**src/rtl/adder_lane_driver.sv**
```systemverilog
// adder_lane_driver: gathers serial operand beats into a packed lane word,
// issues it to the adder, then streams the packed result back out lane by lane.
module adder_lane_driver #(
  parameter int unsigned LANES   = 4,
  parameter int unsigned LANE_W  = 2,
  parameter int unsigned LATENCY = 1
) (
  input  logic                                         clk,
  input  logic                                         reset,
  input  logic [LANE_W-1:0]                            in_data,
  input  logic                                         in_valid,
  output logic                                         in_ready,
  output logic [LANES*LANE_W-1:0]                      op_bus,
  output logic                                         op_valid,
  input  logic [LANES*LANE_W-1:0]                      res_bus,
  output logic [LANE_W-1:0]                            out_data,
  output logic [((LANES > 1) ? $clog2(LANES) : 1)-1:0] out_lane,
  output logic                                         out_valid,
  input  logic                                         out_ready,
  output logic                                         busy
);

  localparam int unsigned       CNT_W     = (LANES > 1) ? $clog2(LANES) : 1;
  localparam int unsigned       WAIT_W    = 4;
  localparam logic [CNT_W-1:0]  LAST_LANE = CNT_W'(LANES - 1);
  localparam logic [WAIT_W-1:0] WAIT_LOAD = WAIT_W'(LATENCY);

  typedef logic [LANES-1:0][LANE_W-1:0] lanes_t;

  typedef enum logic [1:0] {
    S_COLLECT = 2'd0,
    S_ISSUE   = 2'd1,
    S_WAIT    = 2'd2,
    S_DRAIN   = 2'd3
  } state_t;

  state_t              r_state;
  state_t              w_state_nxt;
  logic [CNT_W-1:0]    r_cnt;
  logic [CNT_W-1:0]    w_cnt_nxt;
  logic [CNT_W-1:0]    w_cnt_inc;
  logic [WAIT_W-1:0]   r_wait;
  logic [WAIT_W-1:0]   w_wait_nxt;
  lanes_t              r_operands;
  lanes_t              w_operands_nxt;
  lanes_t              r_res;
  lanes_t              w_res_nxt;
  lanes_t              r_op_bus;
  lanes_t              w_op_bus_nxt;
  logic                r_op_valid;
  logic                w_op_valid_nxt;
  logic [LANE_W-1:0]   r_out_data;
  logic [LANE_W-1:0]   w_out_data_nxt;
  logic [CNT_W-1:0]    r_out_lane;
  logic [CNT_W-1:0]    w_out_lane_nxt;
  logic                r_out_valid;
  logic                w_out_valid_nxt;
  logic                r_busy;
  logic                w_busy_nxt;

  // Operand acceptance is only possible while collecting and out of reset.
  assign in_ready  = (r_state == S_COLLECT) && !reset;

  assign op_bus    = r_op_bus;
  assign op_valid  = r_op_valid;
  assign out_data  = r_out_data;
  assign out_lane  = r_out_lane;
  assign out_valid = r_out_valid;
  assign busy      = r_busy;

  // State register.
  always_ff @(posedge clk or posedge reset) begin
    if (reset) begin
      r_state <= S_COLLECT;
    end else begin
      r_state <= w_state_nxt;
    end
  end

  // Next-state, lane bookkeeping and next values of every registered output.
  always_comb begin
    w_state_nxt     = r_state;
    w_cnt_nxt       = r_cnt;
    w_cnt_inc       = r_cnt + CNT_W'(1);
    w_wait_nxt      = r_wait;
    w_operands_nxt  = r_operands;
    w_res_nxt       = r_res;
    w_op_bus_nxt    = r_op_bus;
    w_op_valid_nxt  = 1'b0;
    w_out_data_nxt  = r_out_data;
    w_out_lane_nxt  = r_out_lane;
    w_out_valid_nxt = r_out_valid;

    case (r_state)
      S_COLLECT: begin
        if (in_valid) begin
          w_operands_nxt[r_cnt] = in_data;
          if (r_cnt == LAST_LANE) begin
            w_cnt_nxt      = '0;
            w_op_bus_nxt   = w_operands_nxt;
            w_op_valid_nxt = 1'b1;
            w_state_nxt    = S_ISSUE;
          end else begin
            w_cnt_nxt = w_cnt_inc;
          end
        end
      end
      S_ISSUE: begin
        w_wait_nxt  = WAIT_LOAD;
        w_state_nxt = S_WAIT;
      end
      S_WAIT: begin
        // Last wait cycle: res_bus now holds the result of the issued word.
        if (r_wait <= WAIT_W'(1)) begin
          w_wait_nxt      = '0;
          w_res_nxt       = lanes_t'(res_bus);
          w_out_data_nxt  = res_bus[LANE_W-1:0];
          w_out_lane_nxt  = '0;
          w_out_valid_nxt = 1'b1;
          w_cnt_nxt       = '0;
          w_state_nxt     = S_DRAIN;
        end else begin
          w_wait_nxt = r_wait - WAIT_W'(1);
        end
      end
      S_DRAIN: begin
        if (out_ready) begin
          if (r_cnt == LAST_LANE) begin
            w_cnt_nxt       = '0;
            w_out_valid_nxt = 1'b0;
            w_state_nxt     = S_COLLECT;
          end else begin
            w_cnt_nxt      = w_cnt_inc;
            w_out_lane_nxt = w_cnt_inc;
            w_out_data_nxt = r_res[w_cnt_inc];
          end
        end
      end
      default: begin
        w_state_nxt = S_COLLECT;
      end
    endcase

    w_busy_nxt = (w_state_nxt != S_COLLECT) || (w_cnt_nxt != '0);
  end

  // Datapath and output registers.
  always_ff @(posedge clk or posedge reset) begin
    if (reset) begin
      r_cnt       <= '0;
      r_wait      <= '0;
      r_operands  <= '0;
      r_res       <= '0;
      r_op_bus    <= '0;
      r_op_valid  <= 1'b0;
      r_out_data  <= '0;
      r_out_lane  <= '0;
      r_out_valid <= 1'b0;
      r_busy      <= 1'b0;
    end else begin
      r_cnt       <= w_cnt_nxt;
      r_wait      <= w_wait_nxt;
      r_operands  <= w_operands_nxt;
      r_res       <= w_res_nxt;
      r_op_bus    <= w_op_bus_nxt;
      r_op_valid  <= w_op_valid_nxt;
      r_out_data  <= w_out_data_nxt;
      r_out_lane  <= w_out_lane_nxt;
      r_out_valid <= w_out_valid_nxt;
      r_busy      <= w_busy_nxt;
    end
  end

endmodule

```
**config.mk**
```make
export PLATFORM = sky130hd
export DESIGN_NAME = adder_lane_driver
export DESIGN_NICKNAME = d
export VERILOG_FILES = /design/src/rtl/adder_lane_driver.sv
export SDC_FILE = /design/constraint.sdc
export NUM_CORES = 1
export LEC_CHECK = 0
export ABC_AREA = 1
export BUFFER_PORTS_ARGS = -buffer_cell sky130_fd_sc_hd__buf_2
export CAP_MARGIN = 20
export CORE_ASPECT_RATIO = 2
export CORE_MARGIN = 2
export CORE_UTILIZATION = 55
export DETAILED_ROUTE_END_ITERATION = 7
export PLACE_DENSITY = 0.78
export SLEW_MARGIN = 25
export SYNTH_ARGS = -nofsm -noshare
export SYNTH_HDL_FRONTEND = slang
export SYNTH_SLANG_ARGS = --single-unit
```
**constraint.sdc**
```tcl
create_clock -name clk -period 1.91 [get_ports clk]
set_clock_uncertainty 0.15 [all_clocks]
set_input_delay 0.0955 -clock clk [delete_from_list [all_inputs] [get_ports clk]]
set_output_delay 0.0955 -clock clk [all_outputs]
set_load 0.01 [all_outputs]
```
-- Word level (Yosys, flattened, before mapping)
Index checks and enable logic that the tools add are counted.
- register bits after elaboration: 39
- input port bits: 14
- eq/ne operators: 8
- muxes and demuxes: 33
- $add $sub $neg: 2
- reductions and logical operators: 14
- magnitude comparators: 4
- operators with widths (operator ; number):
    $mux 2 ; 17
    $bwmux 8 ; 1
    $ne 2x2->1 const B ; 4
    $pmux 2 s2 ; 2
    $pmux 2 s4 ; 1
    $pmux 4 s2 ; 1
    $reduce_and 4->1 ; 2
    $reduce_bool 2->1 ; 4
    $eq 2x2->1 const B ; 3
    $lt 2x3->1 const B ; 2
    $mux 1 ; 6
    $pmux 2 s3 ; 1
    $bmux 2 s2 ; 1
    $demux 2 s2 ; 1
    $le 4x1->1 const B ; 1
    $mux 4 ; 1
    $reduce_and 2->1 ; 2
    $sub 4x1->4 const B ; 1
    $reduce_and 3->1 ; 1
    $add 2x1->2 const B ; 1
    $eq 2x1->1 const B ; 1
    $ge 2x1->1 const B ; 1
    $logic_and 1x1->1 ; 2
    $logic_not 2->1 ; 1
    3 further kinds ; 3

-- Depth between registers and ports, before layout
- depth after elaboration: 6
- depth in mapped cells: 11

-- Least setup slack after synthesis
OpenSTA, ideal clock, no wires.
- path kind: flip-flop to flip-flop
- start point: register r_cnt[0]
- end point: register r_busy, in the netlist busy
- clock period less this slack: 1.739 ns
- arrival: 1.470 ns
- slack: 0.171 ns
- stages on the path, launching flop included: 12
- buffers on the path: 1
- path through: dfrtp_1 buf_2 inv_1 ha_1 inv_1 nand2_1 nand3_1 nand2_1 nand2_1 nand2_1 nor2_1 nand2_1
- word-level cells in the longest chain between the ends: 6
- elaborated cells on any way between the ends: 15
- RTL lines (element ; line ; source):
    start: declaration ; 39 ; logic [CNT_W-1:0] r_cnt;
    start signal: assignment ; 161 ; r_cnt <= w_cnt_nxt;
    $add 2x1->2 / $eq 2x2->1 (equally long branches) ; 84, 98, 128 ;
    $mux 2 (*) ; 98, 128 ;
    $mux 2, on equally long branches ; 127, 96 ;
    $pmux 2 s3 (*) ; 94 ; case (r_state)
    named net w_cnt_nxt[1] ; 40 ; logic [CNT_W-1:0] w_cnt_nxt;
    $reduce_bool 2->1 (*) ; 144 ; w_busy_nxt = (w_state_nxt != S_COLLECT) || (w_cnt_nxt != '0);
    $logic_or 1x1->1 (*) ; 144 ;
    named net w_busy_nxt ; 59 ; logic w_busy_nxt;
    end signal: assignment ; 170 ; r_busy <= w_busy_nxt;
    end: declaration ; 58 ; logic r_busy;
Mark *: on every way through the listed nets, which the timed path passes. The rest lies on a longest branch.
A chain may end at the register's enable or synchronous reset.

-- Final worst setup path
- start point: register r_cnt[0]
- end point: register r_out_data[0], in the netlist out_data[0]
- word-level cells in the longest chain between the ends: 6
- elaborated cells on any way between the ends: 9
- RTL lines (element ; line ; source):
    $add 2x1->2 ; 84 ; w_cnt_inc = r_cnt + CNT_W'(1);
    $bmux 2 s2 ; 135 ; w_out_data_nxt = r_res[w_cnt_inc];
    $mux 2 (implied by the code) ; 135 ;
    $mux 2 ; 128 ; if (r_cnt == LAST_LANE) begin
    $mux 2 ; 127 ; if (out_ready) begin
    $pmux 2 s2 ; 94 ;
    end signal: assignment ; 167 ; r_out_data <= w_out_data_nxt;
    end: declaration ; 52 ; logic [LANE_W-1:0] r_out_data;
Several ways; a longest one is shown, not always the timed one. The select of a mux whose other input is x is not followed.

==> run_results.csv <==
group,metric,value,unit
yosys,synthArstFlopShare,100,%
die,dieArea,0.00398,mm2
routing,drt-pass1-iter-count,4,
setup_path,worstReg2RegStart,"r_cnt[0]",
placement,port_buffers,29,
routing,wl,3990,um
worst_hold_path,min-delay-start,"out_ready",
timing,max_freq,564,MHz
flow_run,maxCapViolations,0,
yosys,netlist_instances,235,
cells_and_area,final_nets,307,
setup_path,path_common_cell,"a21oi_2",
setup_path,worst_path_dominant_cell_family,"compound AO/OA/AOI/OAI gates",
setup_path,crit_path_start_kind,"register",
worst_hold_path,hp-class,"primary input to register",
routing,final_antenna_net_count,0,
routing,via_count,1621,
setup_path,worst_ep_arrival_time,1.79,ns
power_and_ir_drop,clkPwrFrac,14.6,%
routing,drt_iter0_drc,27,
placement,gp_congestion,0.829,
yosys,synth-edff-count,0,
yosys,yosysUniqueCellTypes,26,
power_and_ir_drop,internal_power,2090,uW
yosys,ys_warn_count,0,
clock_tree,cts_tree,"done",
routing,vias_per_cell,5.15,
clock_tree,post_cts_buffers,0,
timing,report.final.slew_viol_count,0,
clock_tree,htreeDepth,2,
timing,period_minus_slack,1.77,ns
status,status,"finished, final reports clean",
setup_path,critPathKind,"register to register",
setup_path,critPathCaptureType,"register",
yosys,syn-mean-instance-area,8.11,um2
clock_tree,insertion_delay,0.28,ns
timing,tns,0,ns
yosys,netlist_area,0.00191,mm2
clock_tree,path_clk_slew,0.07,ns
power_and_ir_drop,power_frac_seq,34.2,%
yosys,ys_seq_elements,37,
power_and_ir_drop,power_leakage,0.00124,uW
placement,dpl.hpwl,2920,um
timing,fin_crit_sh,92.9,%
setup_path,path_max_fanout,11,
global_routing,use_met1,22.8,%
die,ios,30,
global_routing,antenna_found_initial,0,
cells_and_area,areaGrowthSynthToFinish,21.7,%
die,initial_core_util,57.1,%
setup_path,r2r_slack,0.14,ns
timing,rsz0062_at_grt,"no",
power_and_ir_drop,pwr_density_cell,1610,mW/mm2
power_and_ir_drop,p_switching,1640,uW
global_routing,gr-usage-met2,44.6,%
global_routing,grt_usage,24.4,%
timing,setup_viol,0,
die,die_w,45.6,um
global_routing,top_usage_layer,"met2",
clock_tree,root_buffer,"clkbuf_8",
power_and_ir_drop,finalPower,3730,uW
setup_path,path_cells,"buf_4 -> ha_1 -> inv_1 -> nand2_1 -> o21ai_2 -> nand2_4 -> a21oi_2 -> a21oi_2",
setup_path,slowest_delay,0.38,ns
cells_and_area,final_common_cell,"nand2_1",
cells_and_area,num_antenna_cells,0,
clock_tree,cts_made_buffers,5,
setup_path,slowest_stage,"dfrtp_1",
power_and_ir_drop,pwr-share-comb,51.1,%
timing,max_slew_margin,70.1,%
power_and_ir_drop,ir_worst_vdd,0.933,mV
yosys,synth.yosys.seq_area_share,48.6,%
clock_tree,cts_buffer_depth,2,
global_routing,met3_usage,5.39,%
clock_tree,clock_sinks,37,
die,core-area,0.00334,mm2
setup_path,path_buf_inv,2,
routing,wl_per_cell,12.7,um
cells_and_area,layout_common_cells,"nand2_1 (88), dfrtp_1 (37), buf_2 (29)",
yosys,synth_ff_type,"dfrtp_1",
setup_path,required,1.93,ns
yosys,syn_nets,259,
timing,tightest_slew,0.449,ns
power_and_ir_drop,swShare,43.9,%
global_routing,grt_max_degree,38,
timing,finalHoldViolCount,0,
die,die_height,87.3,um
cells_and_area,utilization,69.5,%
setup_path,startpoint,"r_cnt[0]",
cells_and_area,drive_above_1_share,23.3,%
routing,drc_errors,0,
global_routing,grt_pass1_wl,6950,um
global_routing,grt_pass1_vias,1694,
die,num_rows,30,
global_routing,grt.overflow.total,0,
-- synthesized netlist by cell type (2+ instances only) --
library cell,instances,area [um2]
nand2_2,3,18.8
inv_2,5,18.8
a21oi_1,5,25.0
nand2_4,2,22.5
nand2_1,89,334
nand3_1,10,50.1
dfrtp_1,37,926
o21ai_0,16,80.1
inv_1,24,90.1
buf_2,4,20.0
ha_1,10,125
nor2_1,8,30.0
o21ai_2,2,17.5
nor2_2,3,18.8
o31ai_2,2,25.0
a21oi_2,2,17.5
o21ai_1,4,20.0
-- per-layer routing --
metal	routed length [um]	share of wire [%]	vias to the layer above
li1	-	-	830
met1	1460	37	737
met2	2240	56	42
met3	150	3.8	12
met4	143	3.6	0
met5	0	0	-
-- cell type report --
cell class              count  area [um2]
clock buffers               6        82.6
clock inverters             1        7.51
fillers                   290        1020
inverters                  30         119
multi-input cells         164         853
flip-flops and latches     37         926
well taps                  32        40.0
repair buffers             45         293
-- flip-flops by register name (all words and copies together), names as in the netlist --
| name | count |
|---|---|
| op_bus | 8 |
| r_res | 8 |
| r_operands | 6 |
| r_wait | 4 |
| out_data | 2 |
| out_lane | 2 |
| r_cnt | 2 |
| r_state | 2 |
| busy | 1 |
| op_valid | 1 |
| out_valid | 1 |
-- worst register-to-register path, delay by kind of cell, from the launching register on --
kind / cells / cell delay [ns]
buffers and inverters: 2 / 0.30
and+or+nand+nor: 2 / 0.20
AOI/OAI and AO/OA: 3 / 0.39
DFF: 1 / 0.38
adders and majority gates: 1 / 0.25
-- logic make-up (layout without fill, tap and decap cells) --
group                    count (synthesis)  in the layout  share of synthesized area (%)
adder cells (fa/ha/maj)                 10             10                           6.56
flip-flops                              37             37                           48.6
AND/OR/NAND/NOR                        119            119                           26.7
AO/OA/AOI/OAI                           34             34                           10.8
XOR/XNOR                                 1              1                          0.459
buffers and inverters                   34             82                           6.96
-- final timing paths --
path	endpoint	depth (start not counted)
max reg2reg	out_data[0]	8
max in group asynchronous	op_bus[0]	4
min reg2reg	op_bus[6]	2
min	r_cnt[1]	6
min in group asynchronous	r_wait[3]	4
max	out_data[0]	8
-- per-stage QoR --
step,setup slack (ns),area [um2],hold slack [ns],cells
after floorplan,0.171,1910,0.0551,235
after global placement,0.136,2110,0.0852,297
after detailed placement,0.0982,2110,0.0889,297
after CTS,0.0834,2310,0.0658,315
after global routing,0.0139,2320,0.153,315
final,0.136,2320,0.0744,315
-- power by group through the flow --
stage                     clock (uW)  combinational (uW)  sequential (uW)
after floorplan                    0                1340             1320
after global placement             0                1830             1280
after detailed placement           0                1860             1290
after CTS                        563                1890             1270
after global routing             600                2200             1320
final                            547                1910             1280
-- repair_timing --
item                       in CTS  in global routing
setup endpoints to repair       0                 10
hold buffers                   11                  0
hold endpoints to repair       49                  0
gates resized for setup         0                  5
(Power assumes the default switching activity.)
